--- src/rtl/pcie_trn_tx_framer_pkg.sv ---
// Shared types and constants for the TRN transmit framer.
package pcie_trn_tx_framer_pkg;

    localparam int unsigned TRN_DW    = 32;
    localparam int unsigned TRN_BEAT  = 64;
    localparam int unsigned HDR_W     = 128;
    localparam int unsigned LEN_W     = 11;
    localparam int unsigned PL_CNT_W  = 10;
    localparam int unsigned H0_LSB    = 96;
    localparam int unsigned H0_FMT_DATA_BIT = 30;
    localparam int unsigned H0_FMT_4DW_BIT  = 29;

    typedef enum logic [2:0] {
        ST_IDLE  = 3'd0,
        ST_HDR0  = 3'd1,
        ST_HDR1  = 3'd2,
        ST_DATA  = 3'd3,
        ST_FLUSH = 3'd4
    } state_e;

    typedef struct packed {
        logic [TRN_BEAT-1:0] td;
        logic                trem_n;
        logic                sof_n;
        logic                eof_n;
        logic                src_rdy_n;
    } trn_beat_t;

    localparam trn_beat_t BEAT_RESET = '{td: '0, trem_n: 1'b0, sof_n: 1'b1,
                                         eof_n: 1'b1, src_rdy_n: 1'b1};

    // A length field of zero encodes the maximum of 1024 DW.
    function automatic logic [LEN_W-1:0] tlp_len_dw(input logic [9:0] len_field);
        return (len_field == 10'd0) ? 11'd1024 : {1'b0, len_field};
    endfunction

endpackage

--- src/rtl/pcie_trn_tx_framer_dw_align.sv ---
// One-DW holding register that shifts the payload by a DW behind a 3DW header.
module pcie_trn_tx_framer_dw_align
    import pcie_trn_tx_framer_pkg::*;
(
    input  logic                clk,
    input  logic                rst,
    input  logic                load,
    input  logic                flush,
    input  logic [TRN_BEAT-1:0] pl_data,
    output logic [TRN_DW-1:0]   held_dw,
    output logic [TRN_BEAT-1:0] aligned
);

    always_ff @(posedge clk or posedge rst) begin
        if (rst)        held_dw <= '0;
        else if (flush) held_dw <= '0;
        else if (load)  held_dw <= pl_data[TRN_DW-1:0];
    end

    assign aligned = {held_dw, pl_data[TRN_BEAT-1:TRN_DW]};

endmodule

--- src/rtl/pcie_trn_tx_framer.sv ---
// TRN transmit framer: header + payload stream in, 64-bit TRN beats out.
module pcie_trn_tx_framer
    import pcie_trn_tx_framer_pkg::*;
#(
    parameter int unsigned MIN_BUF_AV = 1
) (
    input  logic                trn_clk,
    input  logic                trn_reset,
    input  logic                trn_lnk_up_n,
    input  logic                req_valid,
    output logic                req_ready,
    input  logic [HDR_W-1:0]    req_hdr,
    input  logic [TRN_BEAT-1:0] pl_data,
    input  logic                pl_valid,
    output logic                pl_ready,
    output logic [TRN_BEAT-1:0] trn_td,
    output logic                trn_trem_n,
    output logic                trn_tsof_n,
    output logic                trn_teof_n,
    output logic                trn_tsrc_rdy_n,
    output logic                trn_tsrc_dsc_n,
    output logic                trn_terrfwd_n,
    output logic                trn_tstr_n,
    input  logic                trn_tdst_rdy_n,
    input  logic [5:0]          trn_tbuf_av,
    input  logic                trn_terr_drop_n,
    output logic [15:0]         pkt_count,
    output logic [7:0]          drop_count,
    output logic [7:0]          flush_count
);

    state_e                state, state_nxt;
    trn_beat_t             beat_q, beat_d;
    logic [TRN_DW-1:0]     h2_q, h3_q, held_dw;
    logic [TRN_BEAT-1:0]   aligned;
    logic                  is_data_q, is_4dw_q;
    logic [LEN_W-1:0]      rem_q, rem_d, req_len;
    logic [PL_CNT_W-1:0]   pl_left_q;
    logic out_free, beat_acc, eof_acc, req_acc, link_down, pl_hs;
    logic need_pl, gen, advance, align_load, align_flush, pl_ready_c;

    assign out_free  = beat_q.src_rdy_n | ~trn_tdst_rdy_n;
    assign beat_acc  = ~beat_q.src_rdy_n & ~trn_tdst_rdy_n;
    assign eof_acc   = beat_acc & ~beat_q.eof_n;
    assign req_acc   = req_valid & req_ready;
    assign link_down = trn_lnk_up_n;
    assign pl_hs     = pl_valid & pl_ready_c;
    assign req_len   = tlp_len_dw(req_hdr[H0_LSB+9:H0_LSB]);

    pcie_trn_tx_framer_dw_align u_align (
        .clk     (trn_clk),
        .rst     (trn_reset),
        .load    (align_load),
        .flush   (align_flush),
        .pl_data (pl_data),
        .held_dw (held_dw),
        .aligned (aligned)
    );

    always_ff @(posedge trn_clk or posedge trn_reset) begin
        if (trn_reset) state <= ST_IDLE;
        else           state <= state_nxt;
    end

    always_comb begin
        state_nxt = state;
        case (state)
            ST_IDLE: if (req_acc) state_nxt = ST_HDR0;
            ST_HDR0, ST_HDR1, ST_DATA: begin
                if (eof_acc)        state_nxt = ST_IDLE;
                else if (link_down) state_nxt = ST_FLUSH;
                else if (advance)   state_nxt = (state == ST_HDR0) ? ST_HDR1 : ST_DATA;
            end
            ST_FLUSH: if (pl_left_q == '0 || (pl_valid && pl_left_q == 10'd1))
                          state_nxt = ST_IDLE;
            default: state_nxt = ST_IDLE;
        endcase
    end

    // Next output beat: header beats, realigned or straight payload, bubbles.
    always_comb begin
        beat_d      = beat_q;
        rem_d       = rem_q;
        need_pl     = 1'b0;
        gen         = 1'b0;
        advance     = 1'b0;
        align_load  = 1'b0;
        align_flush = 1'b0;
        pl_ready_c  = 1'b0;
        case (state)
            ST_IDLE: begin
                align_flush = req_acc;
                if (req_acc)
                    beat_d = '{td: req_hdr[HDR_W-1:TRN_BEAT], trem_n: 1'b0, sof_n: 1'b0,
                               eof_n: 1'b1, src_rdy_n: 1'b0};
            end
            ST_HDR0, ST_HDR1, ST_DATA: begin
                gen = ~link_down & out_free & beat_q.eof_n;
                if (state == ST_HDR0) need_pl = is_data_q & ~is_4dw_q;
                else                  need_pl = is_4dw_q | (rem_q >= 11'd2);
                advance     = gen & (~need_pl | pl_valid);
                pl_ready_c  = gen & need_pl;
                align_flush = link_down;
                if (out_free || link_down) begin
                    beat_d.src_rdy_n = 1'b1;
                    beat_d.sof_n     = 1'b1;
                    beat_d.eof_n     = 1'b1;
                end
                if (advance) begin
                    beat_d.src_rdy_n = 1'b0;
                    beat_d.trem_n    = 1'b0;
                    if (state == ST_HDR0) begin
                        if (is_4dw_q) begin
                            beat_d.td    = {h2_q, h3_q};
                            beat_d.eof_n = is_data_q;
                        end else if (!is_data_q) begin
                            beat_d.td     = {h2_q, 32'h0};
                            beat_d.trem_n = 1'b1;
                            beat_d.eof_n  = 1'b0;
                        end else begin
                            beat_d.td    = {h2_q, pl_data[TRN_BEAT-1:TRN_DW]};
                            align_load   = 1'b1;
                            rem_d        = rem_q - 11'd1;
                            beat_d.eof_n = (rem_q != 11'd1);
                        end
                    end else if (is_4dw_q) begin
                        beat_d.td     = pl_data;
                        beat_d.eof_n  = (rem_q > 11'd2);
                        beat_d.trem_n = (rem_q == 11'd1);
                        rem_d         = (rem_q > 11'd2) ? rem_q - 11'd2 : '0;
                    end else if (rem_q == 11'd1) begin
                        beat_d.td     = {held_dw, 32'h0};
                        beat_d.trem_n = 1'b1;
                        beat_d.eof_n  = 1'b0;
                        rem_d         = '0;
                    end else begin
                        beat_d.td    = aligned;
                        align_load   = 1'b1;
                        beat_d.eof_n = (rem_q != 11'd2);
                        rem_d        = rem_q - 11'd2;
                    end
                end
            end
            ST_FLUSH: pl_ready_c = 1'b1;
            default: ;
        endcase
    end

    always_ff @(posedge trn_clk or posedge trn_reset) begin
        if (trn_reset) begin
            beat_q      <= BEAT_RESET;
            h2_q        <= '0;
            h3_q        <= '0;
            is_data_q   <= 1'b0;
            is_4dw_q    <= 1'b0;
            rem_q       <= '0;
            pl_left_q   <= '0;
            req_ready   <= 1'b0;
            pkt_count   <= '0;
            drop_count  <= '0;
            flush_count <= '0;
        end else begin
            beat_q    <= beat_d;
            req_ready <= (state_nxt == ST_IDLE) & ~link_down &
                         (trn_tbuf_av >= 6'(MIN_BUF_AV));
            if (req_acc) begin
                h2_q      <= req_hdr[63:32];
                h3_q      <= req_hdr[31:0];
                is_data_q <= req_hdr[H0_LSB+H0_FMT_DATA_BIT];
                is_4dw_q  <= req_hdr[H0_LSB+H0_FMT_4DW_BIT];
                rem_q     <= req_hdr[H0_LSB+H0_FMT_DATA_BIT] ? req_len : '0;
                pl_left_q <= req_hdr[H0_LSB+H0_FMT_DATA_BIT] ?
                             PL_CNT_W'((req_len + 11'd1) >> 1) : '0;
            end else begin
                if (advance) rem_q <= rem_d;
                if (pl_hs && pl_left_q != '0) pl_left_q <= pl_left_q - 10'd1;
            end
            if (eof_acc) pkt_count <= pkt_count + 16'd1;
            if (!trn_terr_drop_n && drop_count != 8'hFF) drop_count <= drop_count + 8'd1;
            if (state == ST_FLUSH && state_nxt == ST_IDLE && flush_count != 8'hFF)
                flush_count <= flush_count + 8'd1;
        end
    end

    assign pl_ready       = pl_ready_c;
    assign trn_td         = beat_q.td;
    assign trn_trem_n     = beat_q.trem_n;
    assign trn_tsof_n     = beat_q.sof_n;
    assign trn_teof_n     = beat_q.eof_n;
    assign trn_tsrc_rdy_n = beat_q.src_rdy_n;
    assign trn_tsrc_dsc_n = 1'b1;
    assign trn_terrfwd_n  = 1'b1;
    assign trn_tstr_n     = 1'b1;

endmodule

--- config.mk ---
export PLATFORM = sky130hd
export DESIGN_NAME = pcie_trn_tx_framer
export DESIGN_NICKNAME = d
export VERILOG_FILES = /design/src/rtl/pcie_trn_tx_framer_pkg.sv /design/src/rtl/pcie_trn_tx_framer_dw_align.sv /design/src/rtl/pcie_trn_tx_framer.sv
export SDC_FILE = /design/constraint.sdc
export NUM_CORES = 1
export LEC_CHECK = 0
export ABC_AREA = 1
export CAP_MARGIN = 20
export CORE_UTILIZATION = 50
export CTS_BUF_LIST = sky130_fd_sc_hd__clkbuf_16
export CTS_CLUSTER_DIAMETER = 60
export DETAILED_ROUTE_END_ITERATION = 10
export HOLD_SLACK_MARGIN = 0.03
export PLACE_DENSITY = 0.81
export SETUP_SLACK_MARGIN = 0.3
export SLEW_MARGIN = 20
export SYNTH_ARGS = -nofsm -noshare
export SYNTH_HDL_FRONTEND = slang
export SYNTH_SLANG_ARGS = --single-unit
--- constraint.sdc ---
create_clock -name trn_clk -period 22.4 [get_ports trn_clk]
set_clock_uncertainty 0.1 [all_clocks]
set_input_delay 4.48 -clock trn_clk [delete_from_list [all_inputs] [get_ports trn_clk]]
set_output_delay 4.48 -clock trn_clk [all_outputs]
set_load 0.05 [all_outputs]
==> impl_metrics.tcl, run 1 <==
set metrics [dict create \
    clockBufferDepth 3 \
    dp_cells 2183 \
    antenna_left 0 \
    yosys-mux-area-fraction_pct 0.0915 \
    final_core_util_pct 67.5 \
    fin_nets 2107 \
    grt_max_degree 113 \
    synth-xor-area-share_pct 2.35 \
    yosysTopAreaCellShare_pct 44.7 \
    setup_ws_ns 11.40 \
    placed_area_um2 15400 \
    rsz0062_at_grt "no" \
    synthAdderAreaFrac_pct 1.22 \
    synth_edf_count 0 \
    firstDrtPassIters 6 \
    syn2layout_area_growth_pct 33.1 \
    cts.clk_slew.worst_paths_ns 0.06 \
    required_ns 17.82 \
    slew_headroom_pct 24.6 \
    antenna_found_initial 3 \
    period_share_pct 49.1 \
    p_per_area_nw_per_um2 137 \
    synth_ff_type "dfrtp_1" \
    ctsHoldBuffers 0 \
    via_per_inst 5.45 \
    hold_viol 0 \
    overflow 0 \
    grt_pass1_vias 11500 \
    final-instance-count-excl-fill 2237 \
    yosys.area_share.simple_pct 21.9 \
    worstMarginPinSlew_ns 1.13 \
    hp-start "h3_q[15]$_DFFE_PP0P_" \
    cts_root_buf "clkbuf_16" \
    rr_startpoint "is_4dw_q$_DFFE_PP0P_" \
    syn_avg_cell_area_um2 7.52 \
    cts_made_buffers 27 \
    wl_per_cell_um 17.5 \
    status "complete, no violations" \
    cap_violations 0 \
    async_reset_ff_share_pct 100 \
    synth_commonest_cells "nand2_1, o21ai_0, dfrtp_1" \
    ys_ff_latch 223 \
    clkLatencyLatePin_ns 0.54 \
    synth_cell_types 40 \
    end_kind "primary output" \
    io_buffer_count 306 \
    yosysWarnings 0 \
    core_um2 24200 \
    synth_most_common_cell "nand2_1" \
    maxSlewViolCount 0 \
    gp_congestion 0.905 \
    syn_area_um2 12300 \
    cp.arrival_ns 6.42 \
    synth_top_family_by_area "simple AND/OR/NAND/NOR gates" \
    postCtsSetupRepairBufs 0 \
    peakVddDrop_mv 0.0782 \
    cts_tree "yes" \
    die_area_um2 25200 \
    io_pins 310 \
    fin_hold_ws_ns 0.380 \
    power_leakage_nw 7.43 \
    hp-class "reg2reg" \
    cts.sinks 223 \
    track_usage_pct 30.6 \
    die_w_um 159 \
    fp.dieH_um 159 \
    num_rows 57 \
    synth_cells 1636 \
    finish.instance_area_um2 16400 \
    finalWirelength_um 39200 \
    h-tree-depth 1 \
    cp-start-kind "input port" \
    path_max_fanout 5 \
    dpl.hpwl_um 26700 \
    setup.worst_path.start "trn_lnk_up_n" \
    grt_pass1_wl_um 61900 \
    max_freq_mhz 90.9 \
    drc_errors 0 \
    initial_core_util_pct 50.7 \
    first_iter_violations 1107 \
    synth_compound_area_share_pct 20.0 \
    ys_seq_area_share_pct 45.4 \
    drive_above_1_share_pct 5.91 \
    pre_cts_slack_ns 11.43 \
    period_needed_ns 11.00 \
    setup_tns_ns 0 \
    vias 12200 \
    finalPower_mw 2.25 \
    path_class "in2out" \
    setup_viol 0 \
    yosysTopAreaCell "dfrtp_1" \
    synth_area_leaders "dfrtp_1, nand2_1, o21ai_0" \
    ctsResizeCount 0 \
]
## power by group
part | leakage (nW) | switching [mW] | internal [mW]
combinational | 4.28 | 0.756 | 0.362
sequential | 2.70 | 0.106 | 0.581
clock | 0.452 | 0.179 | 0.267
## critical path, cell delays in order
cell and delay (ns):
clkdlybuf4s50_1 0.48, inv_1 0.11, nand3_1 0.11, nor2_4 0.20, nand3_1 0.10, nand2_1 0.10, clkdlybuf4s50_1 0.82
## state kept, by name, summed over array words and instances (netlist names)
register         flops
flush_count          8
pl_left_q           10
trn_td              64
h3_q                32
pkt_count           16
h2_q                32
req_ready            1
state                3
trn_teof_n           1
is_4dw_q             1
trn_tsrc_rdy_n       1
trn_tsof_n           1
is_data_q            1
u_align.held_dw     32
drop_count           8
trn_trem_n           1
rem_q               11
## cells in the final DEF (no fill, tap or decap), types with 9 or more instances in the layout
cell,count
buf_4,9
a21oi_1,116
inv_1,165
xor2_1,20
o21ai_2,28
nor2_1,115
clkbuf_16,27
o21ai_0,242
ha_1,12
clkinv_2,9
xnor2_1,13
clkdlybuf4s50_1,306
nand3_1,72
nor3_1,12
a31oi_1,43
clkinv_1,11
dfrtp_1,219
nand2_1,415
## kinds of logic (layout without fill, tap and decap cells)
kind of cell | count (synthesis) | count (layout)
simple gates | 650 | 650
compound gates | 449 | 449
buf+inv | 267 | 540
flops | 223 | 223
fa+ha+maj | 12 | 12
mux | 1 | 1
other cells | 1 | 5
xor+xnor | 33 | 33
## path summary, 6_finish.rpt
check                                             to  slack (ns)  cells past startpoint
setup / recovery                            pl_ready       11.40                      7
hold / removal                  h3_q[15]$_DFFE_PP0P_        0.38                      2
min in group asynchronous  pkt_count[13]$_DFFE_PP0P_        4.32                      2
max in group asynchronous     trn_td[33]$_DFFE_PP0P_       16.40                      3
hold reg to reg                 h3_q[15]$_DFFE_PP0P_        0.38                      2
setup reg to reg              trn_td[37]$_DFFE_PP0P_       18.68                     10
## routing by layer
metal  GRT usage [%]  part of all wire (%)
met1            43.6                    44
met2            47.7                    45
met3            4.55                   7.3
met4            10.1                   3.2
met5               0                     0
## layout make-up
cell class              count  area, um2
fillers                  2062       7880
inverters                 172        657
flip-flops and latches    223       5590
repair buffers            318       3200
clock inverters            23        229
diodes                      2       5.00
clock buffers              27        676
multi-input cells        1148       5620
well taps                 324        405
(Power assumes the default switching activity.)
==> run 2, diff against run 1 <==
==> constraint.sdc (replaced) <==
create_clock -name trn_clk -period 10.5 [get_ports trn_clk]
set_clock_uncertainty 0.1 [all_clocks]
set_input_delay 2.1 -clock trn_clk [delete_from_list [all_inputs] [get_ports trn_clk]]
set_output_delay 2.1 -clock trn_clk [all_outputs]
set_load 0.05 [all_outputs]
==> run 2 against run 1 <==
- hold slack got worse by 0.00075 ns
- design area decreased by 0.46%
- setup slack got worse by 7.1 ns
- core utilization decreased by 0.31 points
- non-clock buffer count decreased by 2
- sequential cell count unchanged
- register-to-register slack got worse by 12 ns
- critical path type unchanged
- wire length decreased by 1.2%
- critical path depth unchanged
- clock power increased by 110%
==> impl_metrics.tcl, run 2 (synthesized netlist as in run 1, its figures left out) <==
set metrics [dict create \
    grt_pass1_vias 11500 \
    final-instance-count-excl-fill 2236 \
    drc_errors 0 \
    cts.sinks 223 \
    via_per_inst 5.40 \
    required_ns 8.30 \
    clkLatencyLatePin_ns 0.53 \
    cp-start-kind "input port" \
    h-tree-depth 1 \
    cp.arrival_ns 4.03 \
    overflow 0 \
    hold_viol 0 \
    peakVddDrop_mv 0.172 \
    cts_root_buf "clkbuf_16" \
    largest_reg_flops 64 \
    io_buffer_count 306 \
    grt_pass1_wl_um 61800 \
    vias 12100 \
    antenna_found_initial 4 \
    power_leakage_nw 7.41 \
    finalPower_mw 4.76 \
    grt_max_degree 113 \
    postCtsSetupRepairBufs 0 \
    drive_above_1_share_pct 5.66 \
    cts_made_buffers 27 \
    ctsResizeCount 0 \
    worstMarginPinSlew_ns 1.13 \
    cts_tree "yes" \
    cts.clk_slew.worst_paths_ns 0.06 \
    slew_headroom_pct 24.9 \
    antenna_left 0 \
    track_usage_pct 30.5 \
    final_cell_mix "nand2_1, clkdlybuf4s50_1, o21ai_0, dfrtp_1, inv_1" \
    io_pins 310 \
    setup_viol 0 \
    fin_nets 2105 \
    finalWirelength_um 38700 \
    fp.dieH_um 159 \
    initial_core_util_pct 50.7 \
    p_per_area_nw_per_um2 292 \
    end_kind "primary output" \
    period_share_pct 59.3 \
    dp_cells 2182 \
    final_common_cell "nand2_1" \
    setup_tns_ns 0 \
    clockBufferDepth 3 \
    num_rows 57 \
    maxSlewViolCount 0 \
    firstDrtPassIters 5 \
    rsz0062_at_grt "no" \
    die_w_um 159 \
    path_class "in2out" \
    ctsHoldBuffers 0 \
    status "complete, no violations" \
    gp_congestion 0.900 \
    period_needed_ns 6.23 \
    hp-class "reg2reg" \
    dpl.hpwl_um 27000 \
    die_area_um2 25200 \
    cap_violations 0 \
    core_um2 24200 \
    wl_per_cell_um 17.3 \
    syn2layout_area_growth_pct 32.5 \
    path_max_fanout 5 \
    max_freq_mhz 161 \
    first_iter_violations 1164 \
]
[run 2: cell count changes in the layout (fill, tap and decap cells not counted)]
cell,before,now
inv_1,165,171
clkinv_2,9,6
buf_4,9,7
clkinv_8,1,0
buf_16,2,0
diode_2,2,4
bufinv_16,4,3
clkinv_4,1,3
buf_8,0,1
clkinv_1,11,7
buf_6,1,2
[run 2: path summary, 6_finish.rpt]
| check | slack [ns] | depth (start not counted) | end | startpoint |
|---|---|---|---|---|
| setup / recovery | 4.27 | 7 | pl_ready | trn_lnk_up_n |
| hold / removal | 0.38 | 1 | pkt_count[15]$_DFFE_PP0P_ | pkt_count[15]$_DFFE_PP0P_ |
| setup reg to reg | 6.80 | 10 | trn_td[34]$_DFFE_PP0P_ | state[2]$_DFF_PP0_ |
| hold reg to reg | 0.38 | 1 | pkt_count[15]$_DFFE_PP0P_ | pkt_count[15]$_DFFE_PP0P_ |
| max in group asynchronous | 6.88 | 3 | is_4dw_q$_DFFE_PP0P_ | trn_reset |
| min in group asynchronous | 1.91 | 2 | pkt_count[15]$_DFFE_PP0P_ | trn_reset |
[run 2: worst max-delay path, stage by stage]
cell and delay (ns):
clkdlybuf4s50_1 0.47, inv_1 0.10, nand3_1 0.12, nor2_4 0.20
nand3_1 0.11, nand2_1 0.09, clkdlybuf4s50_1 0.82
[run 2: through the flow]
| stage | worst slack, ns | hold WS [ns] | utilization, % | instance area, um2 |
|---|---|---|---|---|
| finish | 4.27 | 0.379 | 67.2 | 16300 |
| global route | 4.18 | 0.396 | 67.2 | 16300 |
| CTS | 4.27 | 0.381 | 67.1 | 16300 |
| detailed placement | 4.28 | 0.365 | 63.5 | 15400 |
| global placement | 4.32 | 0.361 | 63.5 | 15400 |
| floorplan | 2.20 | 0.349 | - | 12300 |
[run 2: area by class of cell]
type / instances / area, um2
fill: 2044 / 7950
multi-input combinational: 1148 / 5620
sequential: 223 / 5590
timing repair buffer: 316 / 3150
clock buffer: 27 / 676
inverter: 172 / 657
tap: 324 / 405
clock inverter: 22 / 193
antenna: 4 / 10.0
[run 2: per-layer routing]
layer,global-route usage [%],up-vias,wire [um]
li1,-,5854,-
met1,43.1,5667,17100
met2,45.8,457,17200
met3,6.24,97,3000
met4,12.6,2,1460
met5,0,-,11
[run 2: power by group]
group | total, mW | internal, mW | switching, mW
sequential | 1.47 | 1.24 | 0.235
combinational | 2.36 | 0.766 | 1.60
clock | 0.917 | 0.542 | 0.375
total | 4.76 | 2.55 | 2.21
==> run 3, diff against run 2 <==
--- a/config.mk
+++ b/config.mk
@@ -7,12 +7,12 @@
 export LEC_CHECK = 0
 export ABC_AREA = 1
 export CAP_MARGIN = 20
-export CORE_UTILIZATION = 50
+export CORE_UTILIZATION = 45
 export CTS_BUF_LIST = sky130_fd_sc_hd__clkbuf_16
 export CTS_CLUSTER_DIAMETER = 60
 export DETAILED_ROUTE_END_ITERATION = 10
 export HOLD_SLACK_MARGIN = 0.03
-export PLACE_DENSITY = 0.81
+export PLACE_DENSITY = 0.77
 export SETUP_SLACK_MARGIN = 0.3
 export SLEW_MARGIN = 20
 export SYNTH_ARGS = -nofsm -noshare
==> constraint.sdc (replaced) <==
create_clock -name trn_clk -period 5.1 [get_ports trn_clk]
set_clock_uncertainty 0.1 [all_clocks]
set_input_delay 1.02 -clock trn_clk [delete_from_list [all_inputs] [get_ports trn_clk]]
set_output_delay 1.02 -clock trn_clk [all_outputs]
set_load 0.05 [all_outputs]
==> run 3 against run 2 <==
- register-to-register slack got worse by 5.3 ns
- first-iteration DRC count fell by 14%
- hold slack got worse by 0.0011 ns
- wire length rose by 1.3%
- largest power group unchanged
- sequential power rose by 110%
- setup slack got worse by 2.9 ns
- cell count rose by 0.89%
==> impl_metrics.tcl, run 3 (synthesized netlist as in run 1, its figures left out) <==
set metrics [dict create \
    status "complete, no violations" \
    syn2layout_area_growth_pct 33.3 \
    p_comb_share_pct 49.9 \
    grt_pass1_wl_um 62200 \
    gp_congestion 0.954 \
    die_area_um2 28000 \
    clkLatencyLatePin_ns 0.53 \
    h-tree-depth 1 \
    fill_cells 2430 \
    p_per_area_nw_per_um2 596 \
    firstDrtPassIters 7 \
    period_needed_ns 3.73 \
    swShare_pct 46.3 \
    worstMarginPinSlew_ns 1.06 \
    num_rows 60 \
    largest_reg_flops 64 \
    seqPwrFrac_pct 30.9 \
    rr_startpoint "state[2]$_DFF_PP0_" \
    ctsHoldBuffers 0 \
    ctsResizeCount 0 \
    dpl.hpwl_um 27600 \
    cts.clk_slew.worst_paths_ns 0.06 \
    path_class "reg2out" \
    slew_headroom_pct 29.5 \
    power_leakage_nw 7.44 \
    grt_pass1_vias 11500 \
    final_common_cell "nand2_1" \
    max_freq_mhz 268 \
    track_usage_pct 27.9 \
    drive_above_1_share_pct 5.96 \
    path_max_fanout 22 \
    clockBufferDepth 3 \
    grt_max_degree 113 \
    hp-class "reg2reg" \
    setup.worst_path.start "state[2]$_DFF_PP0_" \
    io_pins 310 \
    period_share_pct 73.2 \
    final_cell_mix "nand2_1, clkdlybuf4s50_1, o21ai_0, dfrtp_1, inv_1" \
    cap_violations 0 \
    drc_errors 0 \
    peakVddDrop_mv 0.387 \
    maxSlewViolCount 0 \
    wl_per_cell_um 17.4 \
    setup_tns_ns 0 \
    core_um2 26900 \
    fin_nets 2109 \
    cts_made_buffers 27 \
    required_ns 3.98 \
    rsz0062_at_grt "no" \
    die_w_um 167 \
    postCtsSetupRepairBufs 0 \
    setup.worst_path.end "pl_ready" \
    hold_viol 0 \
    setup_viol 0 \
    cp.arrival_ns 2.61 \
    cp-start-kind "register" \
    antenna_left 0 \
    first_iter_violations 1001 \
    p_sw_mw 4.52 \
    r2r_end "u_align.held_dw[19]$_DFFE_PP0P_" \
    fp.dieH_um 167 \
    reg2reg_slack_ns 1.55 \
    p_clk_share_pct 19.1 \
    vias 12100 \
    via_per_inst 5.35 \
    cts_root_buf "clkbuf_16" \
    cts_tree "yes" \
    reg2regPathDepth 11 \
    io_buffer_count 306 \
    initial_core_util_pct 45.8 \
    end_kind "primary output" \
    finalWirelength_um 39200 \
    finalPower_mw 9.77 \
    cts.sinks 223 \
    p_int_mw 5.25 \
    overflow 0 \
    antenna_found_initial 5 \
]
run 3: cell types whose count changed in the layout (fill, tap and decap cells not counted), moves of 2 or more:
cell        change
buf_12          +5
clkinv_4        -3
clkinv_2        +3
clkinvlp_4      +2
inv_8           -2
run 3: metrics by stage:
| stage | hold WS (ns) | util, % | setup slack (ns) | instances | area [um2] |
|---|---|---|---|---|---|
| 2_1_floorplan | 0.349 | - | 1.07 | 1638 | 12300 |
| 4_1_cts | 0.382 | 60.8 | 1.38 | 2251 | 16300 |
| 5_1_grt | 0.399 | 61.0 | 1.23 | 2256 | 16400 |
| 3_3_place_gp | 0.363 | 57.6 | 1.46 | 2202 | 15500 |
| 3_5_place_dp | 0.365 | 57.6 | 1.37 | 2202 | 15500 |
| 6_report | 0.378 | 61.0 | 1.37 | 2256 | 16400 |
run 3: cell type report:
| cell class | instances | area [um2] | area share, % |
|---|---|---|---|
| clock inverters | 22 | 183 | 1.11 |
| repair buffers | 320 | 3250 | 19.8 |
| multi-input cells | 1148 | 5620 | 34.2 |
| well taps | 341 | 427 | 2.60 |
| clock buffers | 27 | 676 | 4.12 |
| flip-flops and latches | 223 | 5590 | 34.1 |
| inverters | 172 | 653 | 3.98 |
| diodes | 3 | 7.51 | 0.0458 |
run 3: how the worst min path moves through the flow:
| stage | startpoint | endpoint | slack, ns | cells past startpoint |
|---|---|---|---|---|
| 2_1_floorplan | h3_q[0]$_DFFE_PP0P_ | h3_q[0]$_DFFE_PP0P_ | 0.35 | 2 |
| 3_3_place_gp | h3_q[20]$_DFFE_PP0P_ | h3_q[20]$_DFFE_PP0P_ | 0.36 | 2 |
| 3_5_place_dp | h3_q[25]$_DFFE_PP0P_ | h3_q[25]$_DFFE_PP0P_ | 0.37 | 2 |
| 4_1_cts | h3_q[2]$_DFFE_PP0P_ | h3_q[2]$_DFFE_PP0P_ | 0.38 | 2 |
| 5_1_grt | h3_q[14]$_DFFE_PP0P_ | h3_q[14]$_DFFE_PP0P_ | 0.40 | 2 |
| 6_report | h3_q[8]$_DFFE_PP0P_ | h3_q[8]$_DFFE_PP0P_ | 0.38 | 2 |
run 3: per-layer routing:
metal,vias to the layer above,part of all wire (%),global-route usage (%)
met3,76,7.7,5.41
met1,5667,45,39.9
met4,0,3.6,9.61
met5,-,0,0
li1,5848,-,-
met2,469,44,42.1
run 3: power by group through the flow:
stage / Clock [mW] / Sequential, mW / Combinational, mW
after floorplan: 0 / 4.01 / 2.33
after global placement: 0 / 3.02 / 4.74
after detailed placement: 0 / 3.05 / 4.85
after CTS: 1.89 / 3.03 / 4.87
after global routing: 1.97 / 3.12 / 5.33
final: 1.87 / 3.02 / 4.88
run 3: critical path, cell delays in order (launching register included):
cell and delay [ns]:
dfrtp_1 0.41, inv_1 0.10, nand3_2 0.44, buf_4 0.42
nand2_1 0.09, inv_1 0.05, nand3_2 0.10, nand3_1 0.10
nand2_1 0.14, buf_4 0.22
